==> config.mk <==
export PLATFORM = sky130hd
export DESIGN_NAME = mem_stall_ctrl_flat
export DESIGN_NICKNAME = d
export VERILOG_FILES = /design/src/rtl/mem_stall_ctrl_if.sv /design/src/rtl/mem_stall_ctrl.sv /design/src/flat_wrapper.sv
export SDC_FILE = /design/constraint.sdc
export NUM_CORES = 1
export LEC_CHECK = 0
export ABC_AREA = 0
export CAP_MARGIN = 20
export CORE_UTILIZATION = 46
export CTS_BUF_LIST = sky130_fd_sc_hd__clkbuf_8 sky130_fd_sc_hd__clkbuf_16
export DETAILED_ROUTE_END_ITERATION = 8
export PLACE_DENSITY = 0.72
export SLEW_MARGIN = 30
export SYNTH_ARGS = -nofsm -noshare
export SYNTH_HDL_FRONTEND = slang
export SYNTH_SLANG_ARGS = --single-unit
==> constraint.sdc <==
create_clock -name clk -period 4.9 [get_ports clk]
set_clock_uncertainty 0.1 [all_clocks]
set_input_delay 0.98 -clock clk [delete_from_list [all_inputs] [get_ports clk]]
set_output_delay 0.98 -clock clk [all_outputs]
set_load 0.02 [all_outputs]
==> src/rtl/mem_stall_ctrl_if.sv <==
// MEM-stage handshake between the pipeline and the wait-state sequencer.
// The master drives the MEM-stage instruction flags; the sequencer answers with the stall controls.
interface mem_stall_ctrl_if;
  logic        mvalid;
  logic        mm2reg;
  logic        mwmem;
  logic        stall;
  logic        wb_bubble;
  logic        dmem_we;
  logic [1:0]  state;
  logic [15:0] stall_count;

  modport master (
    output mvalid, mm2reg, mwmem,
    input  stall, wb_bubble, dmem_we, state, stall_count
  );

  modport slave (
    input  mvalid, mm2reg, mwmem,
    output stall, wb_bubble, dmem_we, state, stall_count
  );
endinterface

==> src/rtl/mem_stall_ctrl.sv <==
// MEM-stage wait-state sequencer: freezes the front of the pipeline while data memory is busy
// and lets each store commit exactly once, in the RELEASE cycle.
module mem_stall_ctrl #(
  parameter int unsigned LOAD_WAIT  = 2,
  parameter int unsigned STORE_WAIT = 1
) (
  input logic              clk,
  input logic              rst,
  mem_stall_ctrl_if.slave  bus
);

  typedef enum logic [1:0] {StIdle = 2'd0, StWait = 2'd1, StRelease = 2'd2} state_e;

  localparam logic [3:0] LoadW  = 4'(LOAD_WAIT);
  localparam logic [3:0] StoreW = 4'(STORE_WAIT);

  state_e      state_q;
  logic [3:0]  cnt_q;
  logic        held_store_q;
  logic [15:0] stall_count_q;

  logic       access;
  logic       is_store;
  logic [3:0] wait_w;
  logic       stall;
  logic       wb_bubble;
  logic       dmem_we;

  always_comb begin
    access    = bus.mvalid & (bus.mm2reg | bus.mwmem);
    is_store  = bus.mwmem & ~bus.mm2reg;
    wait_w    = bus.mm2reg ? LoadW : StoreW;
    stall     = 1'b0;
    wb_bubble = 1'b0;
    dmem_we   = 1'b0;
    unique case (state_q)
      StIdle: begin
        if (access) begin
          if (wait_w == 4'd0) begin
            dmem_we = is_store;
          end else begin
            stall     = 1'b1;
            wb_bubble = 1'b1;
          end
        end
      end
      StWait: begin
        stall     = 1'b1;
        wb_bubble = 1'b1;
      end
      StRelease: dmem_we = held_store_q;
      default: ;
    endcase
    // A reset cycle aborts any access in flight, so no control may leak out of it.
    if (rst) begin
      stall     = 1'b0;
      wb_bubble = 1'b0;
      dmem_we   = 1'b0;
    end
  end

  always_ff @(posedge clk) begin
    if (rst) begin
      state_q       <= StIdle;
      cnt_q         <= 4'd0;
      held_store_q  <= 1'b0;
      stall_count_q <= 16'd0;
    end else begin
      if (stall && (stall_count_q != 16'hFFFF)) begin
        stall_count_q <= stall_count_q + 16'd1;
      end
      unique case (state_q)
        StIdle: begin
          if (access && (wait_w != 4'd0)) begin
            cnt_q        <= wait_w - 4'd1;
            held_store_q <= is_store;
            state_q      <= (wait_w >= 4'd2) ? StWait : StRelease;
          end
        end
        StWait: begin
          cnt_q <= cnt_q - 4'd1;
          if (cnt_q == 4'd1) begin
            state_q <= StRelease;
          end
        end
        StRelease: begin
          held_store_q <= 1'b0;
          state_q      <= StIdle;
        end
        default: state_q <= StIdle;
      endcase
    end
  end

  assign bus.stall       = stall;
  assign bus.wb_bubble   = wb_bubble;
  assign bus.dmem_we     = dmem_we;
  assign bus.state       = state_q;
  assign bus.stall_count = stall_count_q;

endmodule

==> src/flat_wrapper.sv <==
// flat-port wrapper written by rule: the top's interface ports become plain ports
module mem_stall_ctrl_flat 
#(
  parameter int unsigned LOAD_WAIT  = 2,
  parameter int unsigned STORE_WAIT = 1
)
  (clk, rst, bus_mvalid, bus_mm2reg, bus_mwmem, bus_stall, bus_wb_bubble, bus_dmem_we, bus_state, bus_stall_count);
  mem_stall_ctrl_if bus_i ();
  input logic clk;
  input logic rst;
  input wire logic [$bits(bus_i.mvalid)-1:0] bus_mvalid;
  input wire logic [$bits(bus_i.mm2reg)-1:0] bus_mm2reg;
  input wire logic [$bits(bus_i.mwmem)-1:0] bus_mwmem;
  output wire logic [$bits(bus_i.stall)-1:0] bus_stall;
  output wire logic [$bits(bus_i.wb_bubble)-1:0] bus_wb_bubble;
  output wire logic [$bits(bus_i.dmem_we)-1:0] bus_dmem_we;
  output wire logic [$bits(bus_i.state)-1:0] bus_state;
  output wire logic [$bits(bus_i.stall_count)-1:0] bus_stall_count;
  assign bus_i.mvalid = bus_mvalid;
  assign bus_i.mm2reg = bus_mm2reg;
  assign bus_i.mwmem = bus_mwmem;
  assign bus_stall = bus_i.stall;
  assign bus_wb_bubble = bus_i.wb_bubble;
  assign bus_dmem_we = bus_i.dmem_we;
  assign bus_state = bus_i.state;
  assign bus_stall_count = bus_i.stall_count;
  mem_stall_ctrl #(.LOAD_WAIT(LOAD_WAIT), .STORE_WAIT(STORE_WAIT)) u_core (.clk(clk), .rst(rst), .bus(bus_i));
endmodule
==> run_results.csv <==
group,metric,value,unit
outcome,status,"finished clean",
logic_synthesis,yosys-top-cells-area,"dfxtp_1 34%, mux2_2 8.4%, nor2_1 5.3%",
clocking,cts.sink_count,23,
global_route,antenna_found_initial,0,
critical_path,arrival,2.85,ns
critical_path,cp-end-kind,"output pin",
timing,hold_ws,0.4026,ns
hold_path,hold-path-endpoint,"u_core.bus.stall_count[2]$_SDFFE_PP0P_",
detailed_routing,first_pass_iters,4,
timing,finalCriticalPeriod,3.931,ns
clocking,clockBufferDepth,2,
timing,fin_crit_sh,80.22,%
logic_synthesis,yosys_register_bits,23,
pwr,max-vdd-ir-drop,0.1767,mV
logic_synthesis,synth_cell_types,46,
cells_and_area,fin_area,1620,um2
place,place_congestion,0.7672,
cells_and_area,final_nets,175,
global_route,grt_pass1_wl,4747,um
place,place_area,1575,um2
logic_synthesis,ys_seq_area_share,34.49,%
timing,rsz0062_at_grt,"false",
place,dp_hpwl,1958,um
global_route,grt_pass1_vias,1070,
floorplanning,rows,19,
critical_path,cpPeakStageDelay,0.62,ns
floorplanning,die_h,55.87,um
detailed_routing,drc,0,
floorplanning,start_util,48.41,%
critical_path,startpoint_type,"input pin",
floorplanning,ios,26,
cells_and_area,antenna_cells,0,
clocking,hold_buffers,0,
detailed_routing,drt_iter0_markers,34,
timing,report.final.slew_viol_count,0,
detailed_routing,vias_per_cell,5.782,
critical_path,r2r-end,"u_core.bus.stall_count[10]$_SDFFE_PP0P_",
detailed_routing,wl,2741,um
timing,worstMarginPinSlew,0.4360,ns
critical_path,slowest_stage,"clkdlybuf4s50_1",
critical_path,r2r_slack,2.93,ns
floorplanning,die_area,3121,um2
clocking,clockRootBuffer,"clkbuf_8",
detailed_routing,detail_route.wl_per_cell,13.91,um
critical_path,reg2regPathDepth,5,
cells_and_area,multi_input_area,803.3,um2
pwr,power.density,236.4,nW/um2
clocking,post-cts-setup-buffer-count,0,
timing,timing.slew.headroom,70.90,%
logic_synthesis,synth_top_area_share,34.49,%
clocking,path_clk_slew,0.08,ns
detailed_routing,vias,1139,
logic_synthesis,yosys_warnings,0,
critical_path,critPathMostFrequentCell,"clkdlybuf4s50_1",
timing,finalSetupTns,0,ns
logic_synthesis,synthCells,145,
global_route,grt_util_all_layers,18.95,%
hold_path,whs_path_depth,1,
clocking,cts_buffers,3,
logic_synthesis,syn_area_per_cell,9.207,um2
critical_path,required,3.82,ns
place,port_buffers,25,
critical_path,cp_max_fo,9,
logic_synthesis,yosys.area.top_type,"dfxtp_1",
floorplanning,die_w,55.87,um
timing,max_freq,254.4,MHz
hold_path,min_from,"u_core.bus.stall_count[2]$_SDFFE_PP0P_",
cells_and_area,seqCellArea,460.4,um2
critical_path,cp_cell_sequence,"clkdlybuf4s50_1 -> o21a_1 -> o21ai_2 -> clkinv_1 -> clkdlybuf4s50_1",
run,maxCapViolCount,0,
cells_and_area,layout-drive-gt1-share,13.86,%
floorplanning,core,2758,um2
clocking,insertion_delay,0.26,ns
critical_path,critPathKind,"in -> out",
logic_synthesis,synth_nets,153,
clocking,postCtsResizedCells,0,
detailed_routing,ant_nets,0,
cells_and_area,synthToLayoutAreaGrowth,21.37,%
global_route,gr-total-overflow,0,
clocking,cts_tree,"yes",
logic_synthesis,syn-cell-area,1335,um2
cells_and_area,fillers,250,
timing,setup_viol_count_final,0,
critical_path,regToRegStartpoint,"u_core.bus.stall_count[0]$_SDFFE_PP0P_",
pwr,leakage,0.0006435,uW
global_route,grt_max_degree,32,
clocking,htreeDepth,1,
hold_path,hp-class,"reg -> reg",
timing,finalHoldViolations,0,
[cell families (layout without fill, tap and decap cells)]
kind of cell | after synthesis | in the layout | share of synthesized area [%]
adders and majority gates | 3 | 3 | 2.812
buffers and inverters | 13 | 34 | 5.341
AOI/OAI and AO/OA | 29 | 29 | 16.22
muxes | 16 | 16 | 12.93
DFF | 23 | 23 | 34.49
and+or+nand+nor | 61 | 61 | 28.21
[synth_stat cells, drive strengths merged]
library cell  number
a41oi              2
clkinv             1
a311oi             1
o2111ai            2
clkbuf             5
o21ai              4
o211ai             4
mux2i              6
nor4               1
a31oi              1
and3               5
buf                3
nand4              5
or2b               1
mux2              10
or2                1
inv                3
o211a              1
a211oi             3
ha                 3
a22oi              2
dlymetal6s2s       1
and4               5
nand3              2
o21a               1
a21oi              4
o41ai              1
nor4bb             2
o221ai             1
nor2              19
or4                1
nor2b             10
nor3               2
a21o               1
nand2              2
a2bb2oi            1
nand2b             5
dfxtp             23
[power breakdown]
group          internal (uW)  switching (uW)  leakage, uW
registers                194            9.83     0.000186
clock network           56.0            60.8    0.0000269
logic                   31.9            30.6     0.000430
total                    282             101     0.000643
[cells in the final DEF, fill, tap and decap left out, types with 2 or more instances in the layout]
cell type and instances:
a211oi_1 3, a21oi_1 4, a22oi_1 2, a41oi_1 2
and3_1 4, and4_1 2, and4_2 3, clkbuf_8 3
clkdlybuf4s50_1 25, dfxtp_1 23, ha_1 3, inv_1 4
mux2_2 10, mux2i_1 6, nand2_1 2, nand2b_1 5
nand3_1 2, nand4_1 3, nor2_1 19, nor2b_1 10
nor3_1 2, nor4bb_1 2, o2111ai_1 2, o211ai_1 4
o21ai_0 2, o21ai_2 2
[area by class of cell]
| type | instances | share of cell area, % |
|---|---|---|
| inverter | 4 | 0.9266 |
| sequential | 23 | 28.42 |
| timing repair buffer | 26 | 15.91 |
| clock buffer | 3 | 2.548 |
| multi-input combinational | 109 | 49.58 |
| tap | 31 | 2.394 |
| clock inverter | 1 | 0.2317 |
[through the flow]
step / util, % / setup slack (ns) / power [uW] / instances
floorplan: - / 1.870 / 249.5 / 145
CTS: 58.76 / 0.9765 / 386.3 / 197
finish: 58.76 / 0.9693 / 383.0 / 197
detailed placement: 57.12 / 0.9789 / 270.7 / 193
global route: 58.76 / 0.8754 / 405.7 / 197
global placement: 57.12 / 1.026 / 268.3 / 193
[how the worst max path moves through the flow]
| stage | endpoint | start |
|---|---|---|
| 2_1_floorplan | bus_wb_bubble | bus_mm2reg |
| 3_3_place_gp | bus_stall | bus_mm2reg |
| 3_5_place_dp | bus_stall | bus_mm2reg |
| 4_1_cts | bus_stall | bus_mm2reg |
| 5_1_grt | bus_wb_bubble | bus_mm2reg |
| 6_report | bus_stall | bus_mm2reg |
[registers in the layout (all words and copies together) (netlist names)]
name / flops
u_core.bus.state: 2
u_core.cnt_q: 4
u_core.held_store_q: 1
u_core.bus.stall_count: 16
[worst max-delay path: cells and delay by family]
family	cells	cell delay [ns]
buffers and inverters	3	1.37
AOI/OAI and AO/OA	2	0.49
[routing by layer]
metal  track usage [%]  wire [um]  up-vias
li1                  -          -      581
met2             29.26       1256       30
met5                 0          0        -
met4             9.059         39        0
met1             25.77       1331      524
met3             3.256        114        4
Power figures use the tool's default switching activity.
